## src/rtl/vx_writeback_pkg.sv

```systemverilog
// vx_writeback_pkg: shared commit/writeback packet types and source indices for the writeback merge
package vx_writeback_pkg;
  localparam int NUM_REQS    = 5;
  localparam int NUM_THREADS = 4;
  localparam int NUM_WARPS   = 4;
  localparam int WID_BITS    = (NUM_WARPS > 1) ? $clog2(NUM_WARPS) : 1;
  localparam int NR_BITS     = 6;
  localparam int UUID_BITS   = 44;
  localparam int EX_ALU = 0;
  localparam int EX_LSU = 1;
  localparam int EX_CSR = 2;
  localparam int EX_FPU = 3;
  localparam int EX_GPU = 4;
  typedef struct packed {
    logic [UUID_BITS-1:0]             uuid;
    logic [WID_BITS-1:0]              wid;
    logic [31:0]                      pc;
    logic [NUM_THREADS-1:0]           tmask;
    logic                             wb;
    logic [NR_BITS-1:0]               rd;
    logic [NUM_THREADS-1:0][31:0]     data;
    logic                             eop;
  } cmt_pkt_t;
  typedef struct packed {
    logic [UUID_BITS-1:0]             uuid;
    logic [WID_BITS-1:0]              wid;
    logic [31:0]                      pc;
    logic [NUM_THREADS-1:0]           tmask;
    logic [NR_BITS-1:0]               rd;
    logic [NUM_THREADS-1:0][31:0]     data;
    logic                             eop;
  } wb_pkt_t;
  function automatic wb_pkt_t to_wb(input cmt_pkt_t c);
    to_wb = '{uuid: c.uuid, wid: c.wid, pc: c.pc, tmask: c.tmask, rd: c.rd, data: c.data, eop: c.eop};
  endfunction
endpackage

```

## src/rtl/vx_writeback_rr_arbiter.sv

```systemverilog
// vx_rr_arbiter: one-hot round-robin grant; priority starts at a pointer that moves past each winner
module vx_rr_arbiter #(
  parameter int NUM_REQS = 5
) (
  input  logic                clk,
  input  logic                reset,
  input  logic [NUM_REQS-1:0] req,
  output logic [NUM_REQS-1:0] grant
);
  localparam int PW = (NUM_REQS > 1) ? $clog2(NUM_REQS) : 1;
  logic [PW-1:0] r_ptr, w_nxt, w_j;
  // scan from farthest to nearest so the source closest to the pointer wins last
  always_comb begin
    grant = '0;
    w_nxt = r_ptr;
    w_j   = '0;
    for (int k = NUM_REQS - 1; k >= 0; k--) begin
      w_j = PW'((int'(r_ptr) + k) % NUM_REQS);
      if (req[w_j]) begin
        grant      = '0;
        grant[w_j] = 1'b1;
        w_nxt      = (int'(w_j) == NUM_REQS - 1) ? '0 : w_j + 1'b1;
      end
    end
  end
  always_ff @(posedge clk) begin
    if (reset) r_ptr <= '0;
    else if (|grant) r_ptr <= w_nxt;
  end
endmodule

```

## src/rtl/vx_writeback.sv

```systemverilog
// vx_writeback: merges per-unit commit streams into one registered writeback port
// and counts retired instructions.
module vx_writeback import vx_writeback_pkg::*; #(
  parameter int CORE_ID     = 0,
  parameter int NUM_REQS    = 5,
  parameter int NUM_THREADS = 4,
  parameter int NUM_WARPS   = 4,
  parameter int NR_BITS     = 6,
  parameter int UUID_BITS   = 44,
  parameter int WID_BITS    = (NUM_WARPS > 1) ? $clog2(NUM_WARPS) : 1
) (
  input  logic                                    clk,
  input  logic                                    reset,
  input  logic [NUM_REQS-1:0]                     cmt_valid,
  output logic [NUM_REQS-1:0]                     cmt_ready,
  input  logic [NUM_REQS-1:0][UUID_BITS-1:0]      cmt_uuid,
  input  logic [NUM_REQS-1:0][WID_BITS-1:0]       cmt_wid,
  input  logic [NUM_REQS-1:0][31:0]               cmt_PC,
  input  logic [NUM_REQS-1:0][NUM_THREADS-1:0]    cmt_tmask,
  input  logic [NUM_REQS-1:0]                     cmt_wb,
  input  logic [NUM_REQS-1:0][NR_BITS-1:0]        cmt_rd,
  input  logic [NUM_REQS-1:0][NUM_THREADS-1:0][31:0] cmt_data,
  input  logic [NUM_REQS-1:0]                     cmt_eop,
  output logic                                    wb_valid,
  output logic [UUID_BITS-1:0]                    wb_uuid,
  output logic [WID_BITS-1:0]                     wb_wid,
  output logic [31:0]                             wb_PC,
  output logic [NUM_THREADS-1:0]                  wb_tmask,
  output logic [NR_BITS-1:0]                      wb_rd,
  output logic [NUM_THREADS-1:0][31:0]            wb_data,
  output logic                                    wb_eop,
  output logic [63:0]                             perf_instret
);
  // packet structs are sized by the package, so the parameters must agree with it
  if (NUM_REQS != vx_writeback_pkg::NUM_REQS || NUM_THREADS != vx_writeback_pkg::NUM_THREADS ||
      WID_BITS != vx_writeback_pkg::WID_BITS || NR_BITS != vx_writeback_pkg::NR_BITS ||
      UUID_BITS != vx_writeback_pkg::UUID_BITS || CORE_ID < 0) begin : g_cfg_err
    $error("vx_writeback parameters disagree with vx_writeback_pkg");
  end
  cmt_pkt_t [NUM_REQS-1:0] w_cmt;
  wb_pkt_t             w_mux, r_wb;
  logic [NUM_REQS-1:0] w_val, w_wr, w_gnt, w_fire;
  logic                r_valid;
  logic [63:0]         r_instret;
  function automatic logic [63:0] popcount(input logic [NUM_REQS-1:0] v);
    popcount = '0;
    for (int i = 0; i < NUM_REQS; i++) popcount += 64'(v[i]);
  endfunction
  always_comb begin
    w_cmt = '0;
    w_val = '0;
    w_wr  = '0;
    for (int i = 0; i < NUM_REQS; i++) begin
      w_cmt[i] = '{uuid: cmt_uuid[i], wid: cmt_wid[i], pc: cmt_PC[i], tmask: cmt_tmask[i],
                   wb: cmt_wb[i], rd: cmt_rd[i], data: cmt_data[i], eop: cmt_eop[i]};
      w_val[i] = cmt_valid[i] && !reset;
      w_wr[i]  = w_val[i] && w_cmt[i].wb && w_cmt[i].rd != '0;
    end
  end
  vx_rr_arbiter #(.NUM_REQS(NUM_REQS)) u_arb (
    .clk  (clk),
    .reset(reset),
    .req  (w_wr),
    .grant(w_gnt)
  );
  always_comb begin
    w_mux = '0;
    for (int i = 0; i < NUM_REQS; i++)
      w_mux = wb_pkt_t'(w_mux | ({$bits(wb_pkt_t){w_gnt[i]}} & to_wb(w_cmt[i])));
  end
  // non-writing commits retire immediately; writers only on their grant
  assign cmt_ready = (w_val & ~w_wr) | w_gnt;
  assign w_fire    = cmt_valid & cmt_ready;
  always_ff @(posedge clk) begin
    if (reset) begin
      r_valid   <= 1'b0;
      r_wb      <= '0;
      r_instret <= '0;
    end else begin
      r_valid   <= |w_gnt;
      if (|w_gnt) r_wb <= w_mux;
      r_instret <= r_instret + popcount(w_fire & cmt_eop);
    end
  end
  assign wb_valid     = r_valid;
  assign wb_uuid      = r_wb.uuid;
  assign wb_wid       = r_wb.wid;
  assign wb_PC        = r_wb.pc;
  assign wb_tmask     = r_wb.tmask;
  assign wb_rd        = r_wb.rd;
  assign wb_data      = r_wb.data;
  assign wb_eop       = r_wb.eop;
  assign perf_instret = r_instret;
endmodule

```

## config.mk

```make
export PLATFORM = sky130hd
export DESIGN_NAME = vx_writeback
export DESIGN_NICKNAME = d
export VERILOG_FILES = /design/src/rtl/vx_writeback_pkg.sv /design/src/rtl/vx_writeback_rr_arbiter.sv /design/src/rtl/vx_writeback.sv
export SDC_FILE = /design/constraint.sdc
export NUM_CORES = 1
export LEC_CHECK = 0
export CORE_AREA = 2 2 541 543
export CTS_CLUSTER_SIZE = 12
export DETAILED_ROUTE_END_ITERATION = 10
export DIE_AREA = 0 0 543 545
export SKIP_LAST_GASP = 1
export SLEW_MARGIN = 20
export SYNTH_ARGS = -nofsm -noshare
export SYNTH_HDL_FRONTEND = slang
export SYNTH_SLANG_ARGS = --single-unit
```

## constraint.sdc

```tcl
create_clock -name clk -period 26.3 [get_ports clk]
set_input_delay 2.63 -clock clk [delete_from_list [all_inputs] [get_ports clk]]
set_output_delay 2.63 -clock clk [all_outputs]
set_load 0.05 [all_outputs]
```

======== Yosys cells after proc, flatten, opt, wreduce, memory -nomap -nowiden ========
Cells that the tools add are included.
cells by class
  multiplexer cells ....................... 35
  $lt $le $gt $ge ......................... 10
  reductions and logical operators ........ 29
  bitwise operators ....................... 14
  div/mod/pow operators ................... 5
  equal/unequal tests ..................... 5
  add/sub/neg operators ................... 14
  multiply operators ...................... 0
  shifts and indexed selects .............. 0
operators with widths
  cell                                                               count
  AND 217 bit                                                        5
  OR 217 bit                                                         4
  modulo 32 x 4 -> 32 bit, second input constant                     4
  adder 64 x 5 -> 64 bit                                             1
  modulo 4 x 4 -> 32 bit, second input constant                      1
  2-to-1 mux 3 bit                                                   10
  nonzero test 6 bit                                                 5
  2-to-1 mux 5 bit                                                   5
  logical AND 1 bit                                                  20
  less-than comparator 3 x 4 -> 1 bit, second input constant         5
  adder 3 x 1 -> 3 bit, second input constant                        5
  AND 5 bit                                                          3
  binary-select mux 1 bit (select 3 bit)                             5
  demux 1 bit (select 3 bit)                                         5
  == test 3 bit, second input constant                               5
  greater-or-equal comparator 3 x 1 -> 1 bit, second input constant  5
  2-to-1 mux 1 bit                                                   10
  adder 3 x 2 -> 4 bit, second input constant                        2
  adder 4 x 1 -> 5 bit                                               1
  NOT 5 bit                                                          1
  OR 5 bit                                                           1
  nonzero test 5 bit                                                 1
  OR reduction 5 bit                                                 1
  adder 3 x 1 -> 4 bit                                               1
  other kinds (6)                                                    6
word-level totals
  ROM bits ................................ 0
  bits in writable memories ............... 0
  input bits .............................. 1097
  latch bits .............................. 0
  output and inout port bits .............. 287
  logic and storage cells ................. 125
  flip-flop bits (word level) ............. 285
  memories kept ........................... 0

======== Depth between registers and ports, before layout ========
  word-level depth ........................ 19
  mapped depth ............................ 37
  depth with buffers taken out ............ 34

======== Hierarchy ========
A second synthesis with hierarchy kept.
unflattened totals
  cells, all modules ...................... 1959
  area, all modules ....................... 16688.5 um^2
by module, submodules not included
  module         area an instance (um^2)  instances  cells each  sequential area each (um^2)
  vx_writeback   14340.0                  1          1645        5645.4
  vx_rr_arbiter  2348.5                   1          314         60.1

======== Worst setup path before layout ========
Ideal clock, no wire load.
  path kind ............................... reg-to-reg
  start ................................... reg u_arb.r_ptr[0]
  end ..................................... reg r_instret[60] (netlist: perf_instret[60])
  arrival ................................. 9.354 ns
  clock period less this slack ............ 9.481 ns
  cell stages (with the launch flop) ...... 38
  setup time .............................. 0.128 ns
  data required time ...................... 26.172 ns
  buffers on the path ..................... 4
  path slack .............................. 16.819 ns
  cell sequence ........................... dfxtp_1 > buf_2 > clkinv_1 > ha_1 > clkbuf_1 > inv_1 > ha_1 > or3b_2 > o22ai_1 > or2_2 > ha_1 > nor2b_1 > o221ai_1 > o21ai_1 > mux2_2 > o32a_1 > and2_1 > a2bb2oi_1 > [2 not listed] > a31o_2 > and3_1 > fa_1 > fa_1 > ha_1 > inv_1 > fa_1 > nor2b_1 > o21a_1 > and3_1 > clkbuf_1 > nand3_1 > nor4_1 > and3_1 > and3_1 > nand3_1 > xor2_1 > nor2_1
on the way
  elaborated cells between the ends (all ways) .. 57
  those cells by class .................... 9 x add/sub; 5 x div; 10 x order compare; 25 x mux; 3 x bitwise; 5 x reduce/logical
RTL lines
  item                                                                                                                            RTL line                       text
  from (decl)                                                                                                                     vx_writeback_rr_arbiter.sv:11  logic [PW-1:0] r_ptr, w_nxt, w_j;
  from (signal assigned)                                                                                                          vx_writeback_rr_arbiter.sv:28  else if (|grant) r_ptr <= w_nxt;
  adder 3 x 3 -> 4 bit                                                                                                            vx_writeback_rr_arbiter.sv:18  w_j = PW'((int'(r_ptr) + k) % NUM_REQS);
  modulo 32 x 4 -> 32 bit                                                                                                         vx_writeback_rr_arbiter.sv:18
  less-than comparator 3 x 4 -> 1 bit (implied by the code) / greater-or-equal comparator 3 x 1 -> 1 bit (equally long branches)  vx_writeback_rr_arbiter.sv:21  grant[w_j] = 1'b1;
  logical AND 1 bit (implied by the code)                                                                                         vx_writeback_rr_arbiter.sv:21
  2-to-1 mux 1 bit (implied by the code)                                                                                          vx_writeback_rr_arbiter.sv:21
  demux 1 bit (select 3 bit)                                                                                                      --
  2-to-1 mux 5 bit (4 in a row)                                                                                                   vx_writeback_rr_arbiter.sv:19  if (req[w_j]) begin
  2-to-1 mux 5 bit (*)                                                                                                            vx_writeback_rr_arbiter.sv:19
  OR 5 bit (*)                                                                                                                    vx_writeback.sv:72             assign cmt_ready = (w_val & ~w_wr) | w_gnt;
  named net cmt_ready[2]                                                                                                          vx_writeback.sv:15             output logic [NUM_REQS-1:0] cmt_ready,
  AND 5 bit (*)                                                                                                                   vx_writeback.sv:73             assign w_fire = cmt_valid & cmt_ready;
  AND 5 bit (*)                                                                                                                   vx_writeback.sv:82             r_instret <= r_instret + popcount(w_fire & cmt_eop);
  adder 2 x 1 -> 3 bit (*)                                                                                                        vx_writeback.sv:47             for (int i = 0; i < NUM_REQS; i++) popcount += 64'(v[i]);
  adder 3 x 1 -> 4 bit (*)                                                                                                        vx_writeback.sv:47
  adder 4 x 1 -> 5 bit (*)                                                                                                        vx_writeback.sv:47
  adder 64 x 5 -> 64 bit (*)                                                                                                      vx_writeback.sv:82
  to (signal assigned)                                                                                                            vx_writeback.sv:82
  to (decl)                                                                                                                       vx_writeback.sv:44             logic [63:0] r_instret;
The timed path passes the listed nets; every way through them passes the cells marked *. The select of a mux whose other input is x is not followed.
A chain may end at the register's enable or synchronous reset.

======== Worst setup path in the final report ========
  start ................................... reg u_arb.r_ptr[1]
  end ..................................... reg r_instret[60] (netlist: perf_instret[60])
on the way
  cells in the longest elaborated chain, start to end .. 19
  elaborated cells between the ends (all ways) .. 57
  those cells by class .................... 9 x add/sub; 5 x div; 10 x order compare; 25 x mux; 3 x bitwise; 5 x reduce/logical
ends and longest elaborated chain
  item                                                                                                                            RTL line
  adder 3 x 3 -> 4 bit                                                                                                            vx_writeback_rr_arbiter.sv:18
  modulo 32 x 4 -> 32 bit                                                                                                         vx_writeback_rr_arbiter.sv:18
  less-than comparator 3 x 4 -> 1 bit (implied by the code) / greater-or-equal comparator 3 x 1 -> 1 bit (equally long branches)  vx_writeback_rr_arbiter.sv:21
  logical AND 1 bit (implied by the code)                                                                                         vx_writeback_rr_arbiter.sv:21
  2-to-1 mux 1 bit (implied by the code)                                                                                          vx_writeback_rr_arbiter.sv:21
  demux 1 bit (select 3 bit)                                                                                                      --
  2-to-1 mux 5 bit (4 in a row)                                                                                                   vx_writeback_rr_arbiter.sv:19
  2-to-1 mux 5 bit (*)                                                                                                            vx_writeback_rr_arbiter.sv:19
  OR 5 bit (*)                                                                                                                    vx_writeback.sv:72
  AND 5 bit (*)                                                                                                                   vx_writeback.sv:73
  AND 5 bit (*)                                                                                                                   vx_writeback.sv:82
  adder 1 x 1 -> 2 bit                                                                                                            vx_writeback.sv:47
  adder 2 x 1 -> 3 bit                                                                                                            vx_writeback.sv:47
  adder 3 x 1 -> 4 bit                                                                                                            vx_writeback.sv:47
  adder 4 x 1 -> 5 bit (*)                                                                                                        vx_writeback.sv:47
  adder 64 x 5 -> 64 bit (*)                                                                                                      vx_writeback.sv:82
Mark *: on every way between the ends. The rest lies on a longest branch, timed or not. The select of a mux whose other input is x is not followed.

==> results.toml <==
[status]
status = "completed"

[placement]
placed_cell_area_um2 = 38790
placed_cells_incl_taps = 7957
io_buffers = 1383
gp_congestion = 0.9151
dp_hpwl_um = 190900
pre_cts_ws_ps = 15450

[clock_tree]
post_cts_buffers = 0
cts.clk_slew.worst_paths_ps = 60
postCtsHoldBufs = 0
cts_tree = "built"
cts_buffers = 47
htreeDepth = 2
cts_root_buffer = "clkbuf_16"
cts_buffer_depth = 3
clock_latency_ps = 720
ctsResizeCount = 0
clock_sinks = 285

[finish]
fin_area_um2 = 40630
multi_input_area_um2 = 12230
fillerInstances = 33330
area_delta_synth_final_pct = 95.27
fin_cells = 8141
nets = 5245
register_area_um2 = 5705
drive_gt1_share_pct = 4.566

[timing]
period_share_pct = 40.55
final.min_clock_period_ps = 10660
fin_skew_ps = 31.69
tightest_slew_ps = 1082
slew_headroom_pct = 27.61
final_hold_viol_count = 0
fin_tns_setup_ps = 0
finalSetupViolCount = 0
rsz0062_at_grt = "no"
fmax_ghz = 0.09377
slew_violations = 0
final.setup.worst_slack_ps = 15640

[yosys]
yosys_register_bits = 285
postSynth.asyncResetShare_pct = 0
syn-instance-count = 2890
synth_top_cell_area_share_pct = 27.42
synth.cells.most_frequent = "523 x nor2_1, 457 x inv_1, 285 x dfxtp_1, 225 x a211oi_1"
syn_nets = 4029
ys_seq_area_share_pct = 27.42
synth_top_cell_by_area = "dfxtp_1"
netlist_area_um2 = 20800
yosys-top-cells-area = "dfxtp_1 27%, nor2_1 9.4%, o41ai_1 9.2%, inv_1 8.2%, a211oi_1 8.1%"
yosysUniqueCellTypes = 86
synth_edf_count = 0
yosysWarnings = 0
avgSynthCellArea_um2 = 7.199
yosysMostFrequentCell = "nor2_1"
ys.flop_type = "dfxtp_1"

[run]
max_cap_violations = 0

[power_and_ir_drop]
pwr-share-seq_pct = 9.7
sw_frac_of_total_pct = 64.46
p_leak_nw = 14.83
total_power_w = 0.007295
internal_power_w = 0.002593
power_frac_clock_pct = 9.4
p_comb_share_pct = 80.9
switching_power_w = 0.004702
peakVddDrop_v = 0.0003485
powerDensity_nw_per_um2 = 179.6

[global_routing]
grt_max_degree = 108
grt_pass1_vias = 27330
gr-usage-met1_pct = 14.55
use_met3_pct = 8.191
grt_pass1_wl_um = 281200
met2_usage_pct = 23.86
grt_usage_pct = 14.55
grt_overflow = 0
antenna_found_initial = 221
grt_busiest_layer = "met2"

[worst_hold_path]
min_path_cells = 2
min-delay-start = "perf_instret[45]$_SDFF_PP0_"
worstHoldPathType = "reg2reg"
hold_end = "perf_instret[45]$_SDFF_PP0_"

[worst_setup_path]
worst-path-buf-inv = 3
reg2reg_to = "perf_instret[60]$_SDFF_PP0_"
critPathMaxStageDelay_ps = 760
required_ps = 26870
path_delay_family = "simple AND/OR/NAND/NOR gates"
start_kind = "flip-flop"
crit_arrival_ps = 11230
worstSetupPathType = "reg2reg"
r2r_start = "u_arb.r_ptr[1]$_SDFFE_PP0P_"
reg2reg_depth = 33
crit_slowest_cell = "ha_1"
cp_max_fo = 17
cp-end-kind = "flip-flop"
rrSetupSlack_ps = 15640

[floorplan]
core_area_um2 = 290100
die_h_um = 545
start_util_pct = 7.172
rows = 198
io_pins = 1384
die_w_um = 543
die-area_um2 = 295900

[detailed_routing]
wirelength_um = 228000
drt_iter0_markers = 2347
vias = 29000
drtAntennaViolNets = 0
dr.pass1.iters = 6
drcViolationCount = 0
via_per_inst = 3.562
wire_per_inst_um = 28.01
worst reg2reg max path: cells and delay by family, from the launching register on:
family	cells	cell delay [ps]
XOR/XNOR	1	150
AND/OR/NAND/NOR	13	3610
buffers and inverters	3	640
AO/OA/AOI/OAI	9	2360
adder cells (fa/ha/maj)	7	3190
flip-flops	1	600
logic make-up after synthesis:
kind of cell    count (synthesis)  share of synthesized area (%)
simple gates                  739                          15.22
flops                         285                          27.42
compound gates               1027                          37.56
xor+xnor                       61                          2.640
buf+inv                       729                          14.14
mux                             7                         0.3488
fa+ha+maj                      42                          2.670
power groups by stage:
| stage | logic, W | registers (W) | clock network, W |
|---|---|---|---|
| 5_1_grt | 0.00628 | 0.000724 | 0.000726 |
| 3_3_place_gp | 0.00591 | 0.000710 | 0 |
| 2_1_floorplan | 0.00320 | 0.00115 | 0 |
| 4_1_cts | 0.00592 | 0.000709 | 0.000722 |
| 3_5_place_dp | 0.00590 | 0.000716 | 0 |
| 6_report | 0.00590 | 0.000708 | 0.000686 |
worst max path at each step:
stage / startpoint / slack [ps] / depth (start not counted) / to
3_3_place_gp: cmt_rd[20] / 15470 / 26 / perf_instret[60]$_SDFF_PP0_
2_1_floorplan: u_arb.r_ptr[0]$_SDFFE_PP0P_ / 16820 / 37 / perf_instret[60]$_SDFF_PP0_
5_1_grt: u_arb.r_ptr[1]$_SDFFE_PP0P_ / 14690 / 33 / perf_instret[58]$_SDFF_PP0_
6_report: u_arb.r_ptr[1]$_SDFFE_PP0P_ / 15640 / 33 / perf_instret[60]$_SDFF_PP0_
3_5_place_dp: cmt_rd[20] / 15450 / 26 / perf_instret[60]$_SDFF_PP0_
4_1_cts: u_arb.r_ptr[1]$_SDFFE_PP0P_ / 15580 / 33 / perf_instret[60]$_SDFF_PP0_
sequential cells by signal (all words and copies together), names as in the netlist:
| register | count |
|---|---|
| wb_tmask | 4 |
| wb_valid | 1 |
| wb_PC | 32 |
| wb_wid | 2 |
| wb_eop | 1 |
| wb_rd | 6 |
| wb_data | 128 |
| wb_uuid | 44 |
| perf_instret | 64 |
| u_arb.r_ptr | 3 |
layout by cell type (no fill, tap or decap), types with 11 or more instances in the layout:
cell             instances
a211oi_1               224
a21o_1                  11
a21oi_1                 33
a22oi_1                218
a31oi_1                206
a31oi_2                 19
and3_1                  27
buf_4                   52
clkbuf_16               47
clkdlybuf4s50_1       1374
dfxtp_1                285
diode_2                102
ha_1                    38
inv_1                  457
nand2_1                 55
nand3_1                 37
nand4_1                 11
nor2_1                 523
nor3_1                  11
nor4_1                  14
o21ai_0                 15
o41ai_1                218
or3_1                   12
xnor2_1                 13
xor2_1                  46
per-stage QoR:
stage / util [%] / hold WS (ps)
global placement: 13.37 / 499.8
global route: 13.96 / 552.3
finish: 14.00 / 510.6
CTS: 13.92 / 510.1
floorplan: - / 720.9
detailed placement: 13.37 / 492.4
per-layer routing:
layer	share of wire (%)	vias to the layer above	wire [µm]
met5	0.23	-	517
met4	6.3	80	14410
met3	14	560	31970
met2	45	1836	103600
met1	34	13480	77530
li1	-	13040	-
final cells by class:
class	count	share of cell area, %
antenna	102	0.6283
sequential	285	14.04
multi-input combinational	1876	30.09
timing repair buffer	1431	35.02
tap	3900	12.01
inverter	465	4.315
clock inverter	23	0.7576
clock buffer	59	3.129
(Power assumes the default switching activity.)
